## config.mk

```make
export PLATFORM = sky130hd
export DESIGN_NAME = fp16_add_align_flat
export DESIGN_NICKNAME = d
export VERILOG_FILES = /design/src/rtl/fp16_add_align_if.sv /design/src/rtl/fp16_add_align.sv /design/src/flat_wrapper.sv
export SDC_FILE = /design/constraint.sdc
export NUM_CORES = 1
export LEC_CHECK = 0
export ABC_AREA = 0
export BUFFER_PORTS_ARGS = -buffer_cell sky130_fd_sc_hd__buf_4
export CORE_AREA = 2 2 103 105
export DETAILED_ROUTE_END_ITERATION = 10
export DIE_AREA = 0 0 105 107
export MAX_ROUTING_LAYER = met4
export PLACE_DENSITY = 0.77
export SLEW_MARGIN = 25
export SYNTH_ARGS = -nofsm -noshare
export SYNTH_HDL_FRONTEND = slang
export SYNTH_SLANG_ARGS = --single-unit
```

## constraint.sdc

```tcl
create_clock -name clk_i -period 4.2 [get_ports clk_i]
set_clock_uncertainty 0.05 [all_clocks]
set_input_delay 0.84 -clock clk_i [delete_from_list [all_inputs] [get_ports clk_i]]
set_output_delay 0.84 -clock clk_i [all_outputs]
set_load 0.02 [all_outputs]
```

## src/rtl/fp16_add_align_if.sv

```systemverilog
// Valid/ready operand and result bundle for the FP16 adder front half.
// slave = the adder stage, master = whoever feeds and drains it.
interface fp16_add_align_if #(
  parameter int MB = 11,
  parameter int EB = 5
);
  logic          in_valid;
  logic          in_ready;
  logic [15:0]   in_a;
  logic [15:0]   in_b;
  logic          in_sub;
  logic          out_valid;
  logic          out_ready;
  logic          out_sign;
  logic [EB:0]   out_exp;
  logic [MB:0]   out_mant;
  logic [2:0]    out_grs;
  logic          out_nan;
  logic          out_inf;

  modport slave (
    input  in_valid, in_a, in_b, in_sub, out_ready,
    output in_ready, out_valid, out_sign, out_exp, out_mant, out_grs, out_nan, out_inf
  );

  modport master (
    output in_valid, in_a, in_b, in_sub, out_ready,
    input  in_ready, out_valid, out_sign, out_exp, out_mant, out_grs, out_nan, out_inf
  );
endinterface

```

## src/rtl/fp16_add_align.sv

```systemverilog
// FP16 adder front half: unpack/swap (S1), align and add/subtract (S2).
// Emits an unnormalized sum with guard/round/sticky for the normalize stage.
module fp16_add_align (
  input  logic               clk_i,
  input  logic               rst_i,
  fp16_add_align_if.slave    bus
);

  logic s1_en, s2_en;
  logic s1_valid_q, s2_valid_q;

  assign s2_en        = !s2_valid_q || bus.out_ready;
  assign s1_en        = !s1_valid_q || s2_en;
  assign bus.in_ready = s1_en;

  // ---------------- S1: unpack and order by magnitude ----------------
  logic [4:0]  exp_a, exp_b, eexp_a, eexp_b;
  logic [9:0]  frac_a, frac_b;
  logic [10:0] sig_a, sig_b;
  logic        sign_a, sign_b;
  logic        nan_a, nan_b, inf_a, inf_b, a_is_l;

  assign exp_a  = bus.in_a[14:10];
  assign exp_b  = bus.in_b[14:10];
  assign frac_a = bus.in_a[9:0];
  assign frac_b = bus.in_b[9:0];
  assign sign_a = bus.in_a[15];
  assign sign_b = bus.in_b[15] ^ bus.in_sub;
  assign sig_a  = {|exp_a, frac_a};
  assign sig_b  = {|exp_b, frac_b};
  assign eexp_a = (exp_a == 5'd0) ? 5'd1 : exp_a;
  assign eexp_b = (exp_b == 5'd0) ? 5'd1 : exp_b;
  assign nan_a  = (&exp_a) &&  (|frac_a);
  assign nan_b  = (&exp_b) &&  (|frac_b);
  assign inf_a  = (&exp_a) && !(|frac_a);
  assign inf_b  = (&exp_b) && !(|frac_b);
  assign a_is_l = bus.in_a[14:0] >= bus.in_b[14:0];

  logic [10:0] s1_sig_l_q, s1_sig_l_d, s1_sig_s_q, s1_sig_s_d;
  logic [4:0]  s1_exp_l_q, s1_exp_l_d, s1_d_q, s1_d_d;
  logic        s1_sign_l_q, s1_sign_l_d, s1_sign_s_q, s1_sign_s_d;
  logic        s1_nan_q, s1_nan_d, s1_inf_q, s1_inf_d, s1_inf_sign_q, s1_inf_sign_d;

  always_comb begin
    if (a_is_l) begin
      s1_sig_l_d  = sig_a;
      s1_sig_s_d  = sig_b;
      s1_exp_l_d  = eexp_a;
      s1_d_d      = eexp_a - eexp_b;
      s1_sign_l_d = sign_a;
      s1_sign_s_d = sign_b;
    end else begin
      s1_sig_l_d  = sig_b;
      s1_sig_s_d  = sig_a;
      s1_exp_l_d  = eexp_b;
      s1_d_d      = eexp_b - eexp_a;
      s1_sign_l_d = sign_b;
      s1_sign_s_d = sign_a;
    end
    // Inf - Inf of opposite effective sign is invalid
    s1_nan_d      = nan_a || nan_b || (inf_a && inf_b && (sign_a != sign_b));
    s1_inf_d      = !s1_nan_d && (inf_a || inf_b);
    s1_inf_sign_d = inf_a ? sign_a : sign_b;
  end

  always_ff @(posedge clk_i) begin
    if (rst_i) begin
      s1_valid_q    <= 1'b0;
      s1_sig_l_q    <= '0;
      s1_sig_s_q    <= '0;
      s1_exp_l_q    <= '0;
      s1_d_q        <= '0;
      s1_sign_l_q   <= 1'b0;
      s1_sign_s_q   <= 1'b0;
      s1_nan_q      <= 1'b0;
      s1_inf_q      <= 1'b0;
      s1_inf_sign_q <= 1'b0;
    end else if (s1_en) begin
      s1_valid_q <= bus.in_valid;
      if (bus.in_valid) begin
        s1_sig_l_q    <= s1_sig_l_d;
        s1_sig_s_q    <= s1_sig_s_d;
        s1_exp_l_q    <= s1_exp_l_d;
        s1_d_q        <= s1_d_d;
        s1_sign_l_q   <= s1_sign_l_d;
        s1_sign_s_q   <= s1_sign_s_d;
        s1_nan_q      <= s1_nan_d;
        s1_inf_q      <= s1_inf_d;
        s1_inf_sign_q <= s1_inf_sign_d;
      end
    end
  end

  // ---------------- S2: align, combine, resolve specials ----------------
  logic [13:0] l_ext, s_full, s_shift, s_mask, s_ext;
  logic [14:0] res;
  logic        eff_sub;

  assign l_ext   = {s1_sig_l_q, 3'b000};
  assign s_full  = {s1_sig_s_q, 3'b000};
  assign eff_sub = s1_sign_l_q != s1_sign_s_q;

  always_comb begin
    s_shift = s_full >> s1_d_q;
    s_mask  = (14'd1 << s1_d_q) - 14'd1;
    if (s1_d_q >= 5'd14) s_ext = {13'd0, |s1_sig_s_q};
    else                 s_ext = s_shift | {13'd0, |(s_full & s_mask)};
    res = eff_sub ? ({1'b0, l_ext} - {1'b0, s_ext}) : ({1'b0, l_ext} + {1'b0, s_ext});
  end

  logic        out_sign_q, out_sign_d, out_nan_q, out_nan_d, out_inf_q, out_inf_d;
  logic [5:0]  out_exp_q, out_exp_d;
  logic [11:0] out_mant_q, out_mant_d;
  logic [2:0]  out_grs_q, out_grs_d;

  always_comb begin
    out_nan_d  = s1_nan_q;
    out_inf_d  = s1_inf_q;
    out_sign_d = 1'b0;
    out_exp_d  = '0;
    out_mant_d = '0;
    out_grs_d  = '0;
    if (s1_inf_q) begin
      out_sign_d = s1_inf_sign_q;
    end else if (!s1_nan_q) begin
      out_mant_d = res[14:3];
      out_grs_d  = res[2:0];
      out_exp_d  = {1'b0, s1_exp_l_q};
      // exact cancellation yields +0
      out_sign_d = (eff_sub && (res == 15'd0)) ? 1'b0 : s1_sign_l_q;
    end
  end

  always_ff @(posedge clk_i) begin
    if (rst_i) begin
      s2_valid_q <= 1'b0;
      out_sign_q <= 1'b0;
      out_nan_q  <= 1'b0;
      out_inf_q  <= 1'b0;
      out_exp_q  <= '0;
      out_mant_q <= '0;
      out_grs_q  <= '0;
    end else if (s2_en) begin
      s2_valid_q <= s1_valid_q;
      if (s1_valid_q) begin
        out_sign_q <= out_sign_d;
        out_nan_q  <= out_nan_d;
        out_inf_q  <= out_inf_d;
        out_exp_q  <= out_exp_d;
        out_mant_q <= out_mant_d;
        out_grs_q  <= out_grs_d;
      end
    end
  end

  assign bus.out_valid = s2_valid_q;
  assign bus.out_sign  = out_sign_q;
  assign bus.out_exp   = out_exp_q;
  assign bus.out_mant  = out_mant_q;
  assign bus.out_grs   = out_grs_q;
  assign bus.out_nan   = out_nan_q;
  assign bus.out_inf   = out_inf_q;

endmodule

```

## src/flat_wrapper.sv

```systemverilog
// flat-port wrapper written by rule: the top's interface ports become plain ports
module fp16_add_align_flat 
  (clk_i, rst_i, bus_in_valid, bus_in_a, bus_in_b, bus_in_sub, bus_out_ready, bus_in_ready, bus_out_valid, bus_out_sign, bus_out_exp, bus_out_mant, bus_out_grs, bus_out_nan, bus_out_inf);
  fp16_add_align_if bus_i ();
  input  logic clk_i;
  input  logic rst_i;
  input wire logic [$bits(bus_i.in_valid)-1:0] bus_in_valid;
  input wire logic [$bits(bus_i.in_a)-1:0] bus_in_a;
  input wire logic [$bits(bus_i.in_b)-1:0] bus_in_b;
  input wire logic [$bits(bus_i.in_sub)-1:0] bus_in_sub;
  input wire logic [$bits(bus_i.out_ready)-1:0] bus_out_ready;
  output wire logic [$bits(bus_i.in_ready)-1:0] bus_in_ready;
  output wire logic [$bits(bus_i.out_valid)-1:0] bus_out_valid;
  output wire logic [$bits(bus_i.out_sign)-1:0] bus_out_sign;
  output wire logic [$bits(bus_i.out_exp)-1:0] bus_out_exp;
  output wire logic [$bits(bus_i.out_mant)-1:0] bus_out_mant;
  output wire logic [$bits(bus_i.out_grs)-1:0] bus_out_grs;
  output wire logic [$bits(bus_i.out_nan)-1:0] bus_out_nan;
  output wire logic [$bits(bus_i.out_inf)-1:0] bus_out_inf;
  assign bus_i.in_valid = bus_in_valid;
  assign bus_i.in_a = bus_in_a;
  assign bus_i.in_b = bus_in_b;
  assign bus_i.in_sub = bus_in_sub;
  assign bus_i.out_ready = bus_out_ready;
  assign bus_in_ready = bus_i.in_ready;
  assign bus_out_valid = bus_i.out_valid;
  assign bus_out_sign = bus_i.out_sign;
  assign bus_out_exp = bus_i.out_exp;
  assign bus_out_mant = bus_i.out_mant;
  assign bus_out_grs = bus_i.out_grs;
  assign bus_out_nan = bus_i.out_nan;
  assign bus_out_inf = bus_i.out_inf;
  fp16_add_align u_core (.clk_i(clk_i), .rst_i(rst_i), .bus(bus_i));
endmodule
```

==> results.toml, run 1 <==
[critical_path]
reg2reg_from = "u_core.s1_d_q[0]"
critical_path_class = "flop to flop"
timing.rr.end = "u_core.bus.out_sign"
crit_path_end_kind = "flop"
crit_required_ns = 4.39
critPathMaxFanout = 10
ff2ff_path_depth = 19
ff2ff_setup_slack_ns = 0.18
cp.arrival_ns = 4.20
cp-start-kind = "flop"

[sta]
fin_tns_setup_ns = 0
hold_viol_final = 0
period_needed_ns = 4.02
drv_slew = 0
holdWs_ns = 0.413
maxSlewHeadroom = 0.286
setup_violations = 0
finalCritPeriodShare = 0.956
fmax_mhz = 249
tightest_slew_ns = 1.07

[die]
coreArea_sq_mm = 0.0101
die_w_um = 105
initial_core_util = 0.533
rows = 37
dieArea_sq_mm = 0.0112
die_h_um = 107
ios = 63

[min_path]
holdPathStages = 2
hold_path.class = "flop to flop"
min_from = "u_core.s1_exp_l_q[0]"
whs_endpoint = "u_core.s1_exp_l_q[0]"

[synthesis]
synth_edf_count = 0
ys_ff_latch = 62
synth_cell_types = 76
synthArstFlopShare = 0
yosysWarnings = 0
seq_area_frac_synth = 0.231
ys.flop_type = "dfxtp_1"
synthesis.area_sq_mm = 0.00538
syn_area_per_cell_sq_um = 7.70
synth_nets = 784
synthCells = 698

[detailed_routing]
route.vias.total = 5199
ant_nets = 0
wl_um = 14700
dr.pass1.iters = 6
drt-initial-drc-count = 405
wl_per_cell_um = 16.4
drc = 0
via_per_inst = 5.80

[cts]
cts_hold_buf = 0
clock-sinks = 62
clkTransAtPathRegs_ns = 0.07
numCtsBuffers = 9
root_buffer = "clkbuf_8"
cts_tree = "built"
clk_latency_ns = 0.35
postCtsSetupBuffers = 0
htreeDepth = 3
clock_path_buffers = 2

[status]
status = "complete, no violations"

[global_routing]
grt_pass1_vias = 4845
overflow = 0
grt_usage = 0.268
antenna_found_initial = 0
grt_pass1_wl_um = 23700
grt_max_degree = 63

[power]
p_leak_nw = 2.84
power.density_mw_per_mm2 = 370
vdd_drop_max_uv = 173

[layout]
area_growth_pct = 17.6
drive_above_1_share = 0.211
instances_no_fill = 896
finish.utilization = 0.627
final_nets = 841
antennaDiodeCount = 0

[place]
gp_congestion = 0.898
placedCellCount = 880
dpl.hpwl_um = 11600
io_buffers = 61

[job]
cap_violations = 0
==> area by class of cell <==
cell class | instances | area, sq um
Tap cell | 136 | 170
Clock inverter | 6 | 93.8
Timing Repair Buffer | 96 | 721
Multi-Input combinational cell | 536 | 3760
Inverter | 50 | 188
Clock buffer | 10 | 138
Fill cell | 939 | 3770
Sequential cell | 62 | 1250
==> synthesized netlist by cell type (all sizes together), types with 3 or more instances <==
cell type,n,area share
or2,7,0.0081
mux2,10,0.021
a22oi,21,0.029
or3,4,0.0047
buf,5,0.0067
nor2b,9,0.010
o21a,4,0.0056
nor2,102,0.072
a31oi,4,0.0058
mux4,3,0.013
nand2b,9,0.010
dfxtp,62,0.23
o2111ai,3,0.0049
nand2,43,0.030
ha,46,0.11
nand4,10,0.012
a211o,3,0.0051
fa,3,0.011
inv,50,0.035
and4,3,0.0051
or4,4,0.0056
xnor2,12,0.020
mux2i,27,0.050
a211oi,32,0.045
nor4,8,0.010
nor3,14,0.014
o21ai,23,0.021
xor2,7,0.011
a21o,9,0.013
clkbuf,41,0.038
a21oi,63,0.059
nand3,14,0.013
o31ai,4,0.0056
==> cells in the final DEF (no fill, tap or decap), types with 3 or more instances in the layout <==
cell type,n
nand2b_1,9
or3_1,4
fa_1,3
a21oi_1,62
mux2_2,10
nor2_1,101
xor2_1,6
nor2b_1,9
o21a_1,4
nor3_1,12
nand3_1,14
dfxtp_2,3
nor4_1,6
a22oi_1,21
mux2i_1,27
o2111ai_1,3
a211oi_1,32
o31ai_1,4
o21ai_0,21
inv_1,50
buf_4,96
nand4_1,10
clkbuf_8,10
or4_1,4
dfxtp_1,58
ha_1,44
or2_2,7
xnor2_1,12
a31oi_1,3
nand2_1,41
a21o_1,8
==> flip-flops by register name, summed over array words and instances (netlist names), 3 cells and up <==
register / cells
u_core.s1_exp_l_q: 5
u_core.s1_sig_l_q: 11
u_core.bus.out_mant: 12
u_core.bus.out_grs: 3
u_core.s1_sig_s_q: 11
u_core.bus.out_exp: 5
u_core.s1_d_q: 5
==> report_power, final <==
| group | leakage, nW | total (mW) | internal [mW] | switching, mW |
|---|---|---|---|---|
| clock network | 0.113 | 0.603 | 0.354 | 0.250 |
| registers | 0.512 | 0.692 | 0.636 | 0.0554 |
| logic | 2.21 | 1.05 | 0.444 | 0.604 |
==> timing repair <==
item	CTS	global route
endpoints found under the setup margin	1	3
pin swaps	0	5
gates cloned	0	0
gates resized for setup	1	17
==> critical path, cell delays in order (launching register included) <==
cell	delay [ns]
dfxtp_4	0.38
buf_4	0.18
buf_4	0.15
maj3_1	0.34
nor3_1	0.15
o32ai_1	0.15
a2111oi_4	0.30
nor2_2	0.08
inv_1	0.06
ha_1	0.16
nand4_1	0.14
a2111oi_2	0.30
a21oi_1	0.13
nand3_1	0.12
nand2_2	0.07
xor2_2	0.15
o2111ai_1	0.12
or4b_4	0.54
nor4_4	0.23
a21oi_1	0.10
==> per-stage QoR <==
step	power [mW]	setup slack, ns	area [sq um]
6_report	2.34	0.183	6320
3_3_place_gp	1.68	0.0848	6010
5_1_grt	2.49	-0.0270	6320
3_5_place_dp	1.70	-0.00552	6010
2_1_floorplan	1.39	0.0948	5380
4_1_cts	2.30	0.0993	6240
==> how the worst max path moves through the flow <==
| stage | startpoint | end | slack, ns | depth (start not counted) |
|---|---|---|---|---|
| 4_1_cts | u_core.s1_d_q[0] | u_core.bus.out_sign | 0.1 | 18 |
| 3_3_place_gp | u_core.s1_d_q[0] | u_core.bus.out_sign | 0.08 | 17 |
| 2_1_floorplan | u_core.s1_d_q[1] | u_core.bus.out_sign | 0.09 | 19 |
| 5_1_grt | u_core.s1_d_q[0] | u_core.bus.out_sign | -0.03 | 18 |
| 6_report | u_core.s1_d_q[0] | u_core.bus.out_sign | 0.18 | 19 |
| 3_5_place_dp | u_core.s1_d_q[0] | u_core.bus.out_sign | -0.006 | 17 |
==> cells by family after synthesis <==
group                      count (synthesis)  synth area share
muxes                                     40            0.0845
AOI/OAI and AO/OA                        192             0.241
other                                      1          0.000697
adders and majority gates                 50             0.120
DFF                                       62             0.231
and+or+nand+nor                          234             0.205
xor gates and xnor gates                  19            0.0309
buffers and inverters                    100            0.0870
==> layer usage <==
metal	vias to the layer above	part of all wire	wire (um)	global-route usage
met5	-	0	0	-
met4	0	0.039	567	0.119
met3	38	0.042	614	0.0401
met2	152	0.46	6720	0.423
met1	2387	0.46	6800	0.343
li1	2622	-	-	-
(Power assumes the default switching activity.)
==> run 2, diff against run 1 <==
--- a/config.mk
+++ b/config.mk
@@ -7,11 +7,13 @@
 export LEC_CHECK = 0
 export ABC_AREA = 0
 export BUFFER_PORTS_ARGS = -buffer_cell sky130_fd_sc_hd__buf_4
-export CORE_AREA = 2 2 103 105
+export CELL_PAD_IN_SITES_DETAIL_PLACEMENT = 0
+export CELL_PAD_IN_SITES_GLOBAL_PLACEMENT = 1
+export CORE_AREA = 2 2 119 121
 export DETAILED_ROUTE_END_ITERATION = 10
-export DIE_AREA = 0 0 105 107
+export DIE_AREA = 0 0 121 123
 export MAX_ROUTING_LAYER = met4
-export PLACE_DENSITY = 0.77
+export PLACE_DENSITY_LB_ADDON = 0.1
 export SLEW_MARGIN = 25
 export SYNTH_ARGS = -nofsm -noshare
 export SYNTH_HDL_FRONTEND = slang
==> run 2 against run 1 <==
Global-route usage shrank 4.4 points. Maximum frequency up 1.3%. Clock-buffer cell count rose by 1. Largest power group unchanged.
==> results.toml, run 2 (synthesis results as in run 1) <==
[status]
status = "complete, no violations"

[die]
coreArea_sq_mm = 0.0136
die_w_um = 121
rows = 43
dieArea_sq_mm = 0.0149
initial_core_util = 0.395
ios = 63
die_h_um = 123

[detailed_routing]
drc = 0
drt-initial-drc-count = 194
wl_per_cell_um = 16.7
ant_nets = 0
dr.pass1.iters = 5
wl_um = 15900
via_per_inst = 5.45
route.vias.total = 5197

[layout]
drive_above_1_share = 0.233
multiInputGateArea_sq_mm = 0.00381
largest_reg_flops = 12
mostFrequentLayoutCell = "buf_4"
antennaDiodeCount = 0
area_growth_pct = 22.9
final_nets = 854
num-fill-cells = 1387
seqCellArea_sq_mm = 0.00125
mostFrequentLayoutCells = "buf_4 (106), nor2_1 (100), a21oi_1 (58), dfxtp_1 (58), inv_1 (50)"

[place]
io_buffers = 61
place_ws_ns = 0.0747
dpl.hpwl_um = 12800
gp_congestion = 0.972

[cts]
numCtsBuffers = 9
clock_path_buffers = 2
clk_latency_ns = 0.33
clock-sinks = 62
clkTransAtPathRegs_ns = 0.06
cts_hold_buf = 0
htreeDepth = 3
cts_tree = "built"
root_buffer = "clkbuf_16"

[critical_path]
slowest_stage = "or4_1"
cp_cell_sequence = "or4_1 -> nor3_2 -> o22ai_1 -> a2111oi_4 -> nor2_2 -> inv_1 -> ha_1 -> a2111o_1 -> nor4_2 -> o2111ai_2 -> or4b_4 -> nor4_4 -> a21oi_2"
critPathMaxFanout = 6
cp-start-kind = "flop"
cp_slowest_stage_delay_ns = 0.59
critical_path_class = "flop to flop"
path_buf_inv = 1
cp_top_family = "simple AND/OR/NAND/NOR gates"
cp.arrival_ns = 4.13
crit_required_ns = 4.37
crit_path_end_kind = "flop"

[power]
p_total_mw = 2.54
power.density_mw_per_mm2 = 385
vdd_drop_max_uv = 177
p_leak_nw = 2.95

[global_routing]
grt_pass1_vias = 4857
grt_usage = 0.224
grt_pass1_wl_um = 25200
overflow = 0
antenna_found_initial = 0
grt_max_degree = 63

[sta]
finalCritPeriodShare = 0.944
rsz0062_at_grt = "false"
finalWorstSetupSlack_ns = 0.236
hold_viol_final = 0
maxSlewHeadroom = 0.485
setup_violations = 0
drv_slew = 0
fin_tns_setup_ns = 0
fmax_mhz = 252
period_needed_ns = 3.96
tightest_slew_ns = 0.770

[min_path]
hold_path.class = "flop to flop"

[job]
cap_violations = 0
==> run 2: changes by cell type in the layout (fill, tap and decap cells not counted), sizes merged <==
cell      before  now
bufinv         2    1
clkbuf        10   11
clkinv         2    3
buf           96  109
clkinvlp       1    0
==> run 2: power breakdown <==
part / total (mW) / switching, mW / leakage, nW / internal (mW)
logic: 1.11 / 0.620 / 2.29 / 0.487
clock network: 0.742 / 0.266 / 0.150 / 0.476
registers: 0.695 / 0.0570 / 0.512 / 0.638
==> run 2: layout make-up <==
class / count / area share
Multi-Input combinational cell: 536 / 0.576
Sequential cell: 62 / 0.189
Timing Repair Buffer: 109 / 0.127
Clock buffer: 11 / 0.0367
Tap cell: 180 / 0.0341
Inverter: 50 / 0.0284
Clock inverter: 5 / 0.00871
==> run 2: worst paths after layout <==
check	slack [ns]	endpoint	from	cells past startpoint
max	0.24	u_core.bus.out_sign	u_core.s1_sig_s_q[0]	13
min	0.40	u_core.s1_exp_l_q[0]	u_core.s1_exp_l_q[0]	2
max reg2reg	0.24	u_core.bus.out_sign	u_core.s1_sig_s_q[0]	13
min reg2reg	0.40	u_core.s1_exp_l_q[0]	u_core.s1_exp_l_q[0]	2
==> run 2: per-layer routing <==
metal  share of wire  track usage
met3           0.037       0.0378
met4           0.021       0.0719
met5               0            -
met2            0.48        0.372
met1            0.46        0.278
==> run 2: stage by stage <==
| step | cells | util | hold WS [ns] | cell area (sq um) |
|---|---|---|---|---|
| floorplan | 698 | - | 0.382 | 5380 |
| global route | 953 | 0.486 | 0.429 | 6610 |
| global placement | 934 | 0.451 | 0.392 | 6140 |
| detailed placement | 934 | 0.451 | 0.399 | 6140 |
| CTS | 950 | 0.473 | 0.407 | 6440 |
| finish | 953 | 0.486 | 0.402 | 6610 |
==> run 2: timing repair <==
item / in CTS / in global routing
gates resized for setup: 0 / 34
buffers inserted: 0 / 2
setup endpoints to repair: 0 / 6
==> run 2: tightest hold or removal path, delay by kind of cell (launching register included) <==
kind             cells  cell delay, ns
AO/OA/AOI/OAI        1            0.05
flip-flops           1            0.31
AND/OR/NAND/NOR      1            0.05
